[src/rtl/seg_scan_driver.sv]
// seg_scan_driver: N-digit multiplexed hex 7-segment scanner, frame-synchronous double buffer.
// Optional leading-zero blanking when SEG_LZ_BLANK_EN is defined.
module seg_scan_driver #(
  parameter int N_DIGITS = 4,
  parameter int DIV      = 50000
) (
  input  logic                  Clk,
  input  logic                  Reset,
  input  logic [4*N_DIGITS-1:0] DataIn,
  input  logic [N_DIGITS-1:0]   DpIn,
  input  logic                  Load,
  input  logic [N_DIGITS-1:0]   BlankMask,
  output logic [0:6]            SegOut,
  output logic                  DpOut,
  output logic [N_DIGITS-1:0]   AnOut,
  output logic                  LoadAck
);
  localparam int PW = (DIV > 1) ? $clog2(DIV) : 1;
  localparam int IW = (N_DIGITS > 1) ? $clog2(N_DIGITS) : 1;
  localparam logic [PW-1:0] PreMax = PW'(DIV - 1);
  localparam logic [IW-1:0] IdxMax = IW'(N_DIGITS - 1);

  logic [PW-1:0]         preCnt;
  logic [IW-1:0]         idx;
  logic [4*N_DIGITS-1:0] holdData;
  logic [4*N_DIGITS-1:0] dispData;
  logic [N_DIGITS-1:0]   holdDp;
  logic [N_DIGITS-1:0]   dispDp;
  logic                  pending;
  logic                  tick;
  logic                  frameEnd;
  logic [3:0]            nib;
  logic                  dpBit;
  logic                  maskBit;
  logic                  lzBlank;
  logic [6:0]            segOn;
  logic [N_DIGITS-1:0]   anNext;

  assign tick     = (preCnt == PreMax);
  assign frameEnd = tick && (idx == IdxMax);

  always_ff @(posedge Clk) begin
    if (Reset) begin
      preCnt <= '0;
      idx    <= '0;
    end else begin
      preCnt <= tick ? '0 : preCnt + PW'(1);
      if (tick)
        idx <= (idx == IdxMax) ? '0 : idx + IW'(1);
    end
  end

  // A Load coinciding with a transfer re-arms pending for the next frame.
  always_ff @(posedge Clk) begin
    if (Reset) begin
      holdData <= '0;
      holdDp   <= '0;
      dispData <= '0;
      dispDp   <= '0;
      pending  <= 1'b0;
      LoadAck  <= 1'b0;
    end else begin
      LoadAck <= frameEnd && pending;
      if (frameEnd && pending) begin
        dispData <= holdData;
        dispDp   <= holdDp;
      end
      if (Load) begin
        holdData <= DataIn;
        holdDp   <= DpIn;
        pending  <= 1'b1;
      end else if (frameEnd) begin
        pending  <= 1'b0;
      end
    end
  end

  always_comb begin
    nib     = '0;
    dpBit   = 1'b0;
    maskBit = 1'b0;
    lzBlank = 1'b0;
    anNext  = '1;
    for (int i = 0; i < N_DIGITS; i++) begin
      if (idx == IW'(i)) begin
        nib       = dispData[4*i +: 4];
        dpBit     = dispDp[i];
        maskBit   = BlankMask[i];
        anNext[i] = 1'b0;
`ifdef SEG_LZ_BLANK_EN
        lzBlank   = (i != 0) && ((dispData >> (4*i)) == '0);
`else
        lzBlank   = 1'b0;
`endif
      end
    end
  end

  always_comb begin
    segOn = 7'b0000000;
    unique case (nib)
      4'h0: segOn = 7'b1111110;
      4'h1: segOn = 7'b0110000;
      4'h2: segOn = 7'b1101101;
      4'h3: segOn = 7'b1111001;
      4'h4: segOn = 7'b0110011;
      4'h5: segOn = 7'b1011011;
      4'h6: segOn = 7'b1011111;
      4'h7: segOn = 7'b1110000;
      4'h8: segOn = 7'b1111111;
      4'h9: segOn = 7'b1111011;
      4'hA: segOn = 7'b1110111;
      4'hB: segOn = 7'b0011111;
      4'hC: segOn = 7'b1001110;
      4'hD: segOn = 7'b0111101;
      4'hE: segOn = 7'b1001111;
      4'hF: segOn = 7'b1000111;
    endcase
  end

  always_ff @(posedge Clk) begin
    if (Reset) begin
      SegOut <= '1;
      DpOut  <= 1'b1;
      AnOut  <= '1;
    end else begin
      AnOut  <= anNext;
      SegOut <= (maskBit || lzBlank) ? 7'b1111111 : ~segOn;
      DpOut  <= maskBit | ~dpBit;
    end
  end
endmodule

[config.mk]
export PLATFORM = sky130hd
export DESIGN_NAME = seg_scan_driver
export DESIGN_NICKNAME = d
export VERILOG_FILES = /design/src/rtl/seg_scan_driver.sv
export SDC_FILE = /design/constraint.sdc
export NUM_CORES = 1
export LEC_CHECK = 0
export ABC_AREA = 1
export CORE_MARGIN = 1.5
export CORE_UTILIZATION = 30
export CTS_BUF_LIST = sky130_fd_sc_hd__clkbuf_8 sky130_fd_sc_hd__clkbuf_16
export CTS_CLUSTER_DIAMETER = 60
export DETAILED_ROUTE_END_ITERATION = 7
export HOLD_SLACK_MARGIN = 0.1
export PLACE_DENSITY = 0.52
export SLEW_MARGIN = 15
export SYNTH_ARGS = -nofsm -noshare
export SYNTH_HDL_FRONTEND = slang
export SYNTH_SLANG_ARGS = --single-unit
[constraint.sdc]
create_clock -name Clk -period 1.9 [get_ports Clk]
set_input_delay 0.475 -clock Clk [delete_from_list [all_inputs] [get_ports Clk]]
set_output_delay 0.475 -clock Clk [all_outputs]
set_load 0.05 [all_outputs]
==> run summary <==
Status = finished, final reports clean
Switching power summed over all nets = 0.000744 W
Largest fanout on the critical path = 8
Post-synthesis cell type with the largest combined area = sky130_fd_sc_hd__dfxtp_1
Top cell type's share of synthesized area = 42.9%
Y dimension of the die = 109 um
Hold crit path type = flop to flop
Slew Viols, Final = 0
Count of buffering cells on the critical path with inverters included = 3
Cell count after synthesis = 463
Area of the mapped netlist = 3360 um^2
Relative contribution of the clock network to total power = 41.8%
Util after Layout = 39.3%
Count of synthesis-stage warnings from yosys = 0
Number of DRC markers in iteration 0 = 150
Gp weighted congestion = 0.818
Share of cells above drive strength 1 = 18.4%
Data required time at the worst endpoint = 2.14 ns
Max H-tree Level = 3
WP data arrival = 2.04 ns
Drt total wl = 7550 um
Max-slew headroom at the worst pin = 79.8%
Minimum clock period = 1.80 ns
Sort of element at the start of the critical path = flop
Post-DRT Antenna Nets = 0
Crit path cell chain = inv_2 > ha_4 > buf_12 > a21oi_2 > nand2_2 > a21boi_4 > inv_2 > ha_2 > nand3_1 > nor2_1 > nor2_1 > nand3_1
Floorplan row count = 38
Final Skew = 0.0141 ns
Relative contribution of combinational cells to total power = 7.5%
Max IR drop VDD = 0.377 mV
Sequential element share of the synthesized area = 42.9%
Via count of the routed design = 2,957
Port Buf Inserts = 39
Synthesis-to-layout area growth = 27.4%
Via count of the first global-routing pass = 2,652
Floorplan core area = 10,900 um^2
Initial DRT Pass Iterations = 6
Clock sink total = 72
Ant. Diodes = 0
Clock latency on the worst-skew pair = 0.35 ns
Remaining global-route overflow = 0
Starting density of the core = 30.9%
Maximum capacitance violations = 0
Cts bufs inserted = 9
Horizontal extent of the die = 109 um
Synthesized flop and latch total = 72
Distinct cell type count of the synthesized netlist = 32
Worst hold slack across all endpoints = 0.458 ns
Leak = 1.69 nW
Endpoints failing hold = 0
Wire length of the first global-routing pass = 12,300 um
Sw frac = 24.1%
Hold Buf Count CTS = 0
Cell area after placement = 3970 um^2
CP Class = flop to flop
Final Cell Area = 4280 um^2
Average cell area after synthesis = 7.26 um^2
Root buf cell = sky130_fd_sc_hd__clkbuf_8
Number of antenna violations at the first check in global routing = 0
Maximum frequency from static timing analysis = 556 MHz
Die Area = 11,800 um^2
Sequential share of power = 50.7%
Main area contributors after synthesis = sky130_fd_sc_hd__dfxtp_1 43%, sky130_fd_sc_hd__nand2_1 10%, sky130_fd_sc_hd__nor2_1 8.2%
Least-Margin Pin Slew = 0.302 ns
GRT Util Overall = 13.4%
Slowest cell on the critical path = sky130_fd_sc_hd__dfxtp_2
Final Total Pwr = 0.00308 W
Family with the most delay on the worst path = simple AND/OR/NAND/NOR gates
Via density per instance = 4.51
Clock tree from TritonCTS = yes
Final Instance Count excl. Fillers = 656
CTS clock-pin slew for the worst setup and hold paths = 0.08 ns
Post-DP HPWL = 5630 um
Pin count of the biggest net entering global routing = 42
Endpoint type of the worst setup path = flop
Unrepaired setup endpoints after global routing = true
Remaining design rule violation count = 0
Wirelength per Cell = 11.5 um
Placed cells = 639
Clock Tree Buf Depth = 2
Mapped Nets = 502
Final setup fails = 0
Pint = 0.00234 W
Slowest cell delay on critical path = 0.34 ns
Final cycle utilization of the critical path = 94.7%
Nets@finish = 550
Top-Level Pins = 40
Filler Cells Inserted = 1,120
Total power density per cell area = 720 nW/um^2
flip-flops by register name (all words and copies together) (netlist names):
name	flops
dispData	16
holdData	16
preCnt	16
SegOut	7
AnOut	4
dispDp	4
holdDp	4
idx	2
DpOut	1
LoadAck	1
pending	1
layer usage:
layer / part of all wire (%) / global-route usage (%) / vias up
met3: 3.9 / 3.11 / 8
met5: 0 / 0 / -
met1: 54 / 18.5 / 1308
met4: 1.4 / 5.36 / 0
li1: - / - / 1588
met2: 41 / 20.0 / 53
final timing paths:
check / cells past startpoint / from / to / slack [ns]
worst min register to register: 1 / preCnt[0]$_SDFF_PP0_ / preCnt[0]$_SDFF_PP0_ / 0.46
worst max-delay path: 12 / idx[1]$_SDFFE_PP0N_ / SegOut[1]$_SDFF_PP1_ / 0.10
worst max register to register: 12 / idx[1]$_SDFFE_PP0N_ / SegOut[1]$_SDFF_PP1_ / 0.10
worst min-delay path: 1 / preCnt[0]$_SDFF_PP0_ / preCnt[0]$_SDFF_PP0_ / 0.46
layout by cell type (no fill, tap or decap), drive strengths merged:
cell type,n
a21boi,2
a21oi,39
and3,1
buf,32
bufinv,1
clkbuf,11
clkdlybuf4s50,26
clkinvlp,2
dfxtp,72
ha,12
inv,51
nand2,94
nand3,26
nand3b,1
nand4,24
nor2,79
nor3,8
nor3b,2
o211ai,1
o21ai,24
or2,6
xnor2,1
xor2,1
Yosys cell counts:
| library cell | count |
|---|---|
| sky130_fd_sc_hd__nand2_1 | 90 |
| sky130_fd_sc_hd__nor2_1 | 73 |
| sky130_fd_sc_hd__dfxtp_1 | 72 |
| sky130_fd_sc_hd__inv_1 | 43 |
| sky130_fd_sc_hd__a21oi_1 | 38 |
| sky130_fd_sc_hd__nand3_1 | 24 |
| sky130_fd_sc_hd__nand4_1 | 24 |
| sky130_fd_sc_hd__o21ai_0 | 24 |
| sky130_fd_sc_hd__ha_1 | 12 |
| sky130_fd_sc_hd__clkbuf_1 | 9 |
| sky130_fd_sc_hd__nor3_1 | 7 |
| sky130_fd_sc_hd__inv_2 | 6 |
| sky130_fd_sc_hd__buf_2 | 4 |
| sky130_fd_sc_hd__nand2_2 | 4 |
| sky130_fd_sc_hd__nor2_4 | 4 |
| sky130_fd_sc_hd__or2_2 | 4 |
| sky130_fd_sc_hd__buf_1 | 3 |
| sky130_fd_sc_hd__buf_6 | 3 |
| sky130_fd_sc_hd__a21boi_0 | 2 |
| sky130_fd_sc_hd__buf_4 | 2 |
| sky130_fd_sc_hd__nor2_2 | 2 |
| sky130_fd_sc_hd__nor3b_1 | 2 |
| sky130_fd_sc_hd__or2_0 | 2 |
| sky130_fd_sc_hd__a21oi_4 | 1 |
| sky130_fd_sc_hd__and3_2 | 1 |
| sky130_fd_sc_hd__nand3_2 | 1 |
| sky130_fd_sc_hd__nand3_4 | 1 |
| sky130_fd_sc_hd__nand3b_1 | 1 |
| sky130_fd_sc_hd__nor3_2 | 1 |
| sky130_fd_sc_hd__o211ai_1 | 1 |
| sky130_fd_sc_hd__xnor2_1 | 1 |
| sky130_fd_sc_hd__xor2_1 | 1 |
power by group through the flow:
stage / Combinational, W / Sequential (W) / Clock, W
floorplan: 0.000102 / 0.00163 / 0
global placement: 0.000229 / 0.00160 / 0
detailed placement: 0.000232 / 0.00160 / 0
CTS: 0.000232 / 0.00156 / 0.00133
global route: 0.000257 / 0.00157 / 0.00140
finish: 0.000230 / 0.00156 / 0.00129
timing repair:
action | CTS | global route
pin swaps | 0 | 4
setup buffers | 0 | 1
gates resized for setup | 2 | 25
endpoints found under the setup margin | 2 | 8
cloned | 0 | 0
metrics by stage:
stage	TNS (ns)	worst slack, ns
5_1_grt	-0.0738	-0.0238
3_3_place_gp	0	0.0394
3_5_place_dp	-0.00744	-0.00744
6_report	0	0.100
2_1_floorplan	0	0.0168
4_1_cts	0	0.0197
kinds of logic after synthesis:
logic type,count (synthesis),synth area share [%]
AO/OA/AOI/OAI,66,10.4
XOR/XNOR,2,0.521
adder cells (fa/ha/maj),12,4.47
buffers and inverters,70,8.86
flip-flops,72,42.9
AND/OR/NAND/NOR,241,32.9
final cells by class:
cell class                      instances  area [um^2]  area share [%]
Sequential cell                        72         1450            33.8
Multi-Input combinational cell        321         1710            39.9
Clock buffer                           11          151            3.54
Timing Repair Buffer                   58          554            12.9
Clock inverter                          5         62.6            1.46
Inverter                               49          184            4.30
Tap cell                              140          175            4.09
Note: power is estimated with default switching activity, not from simulation.
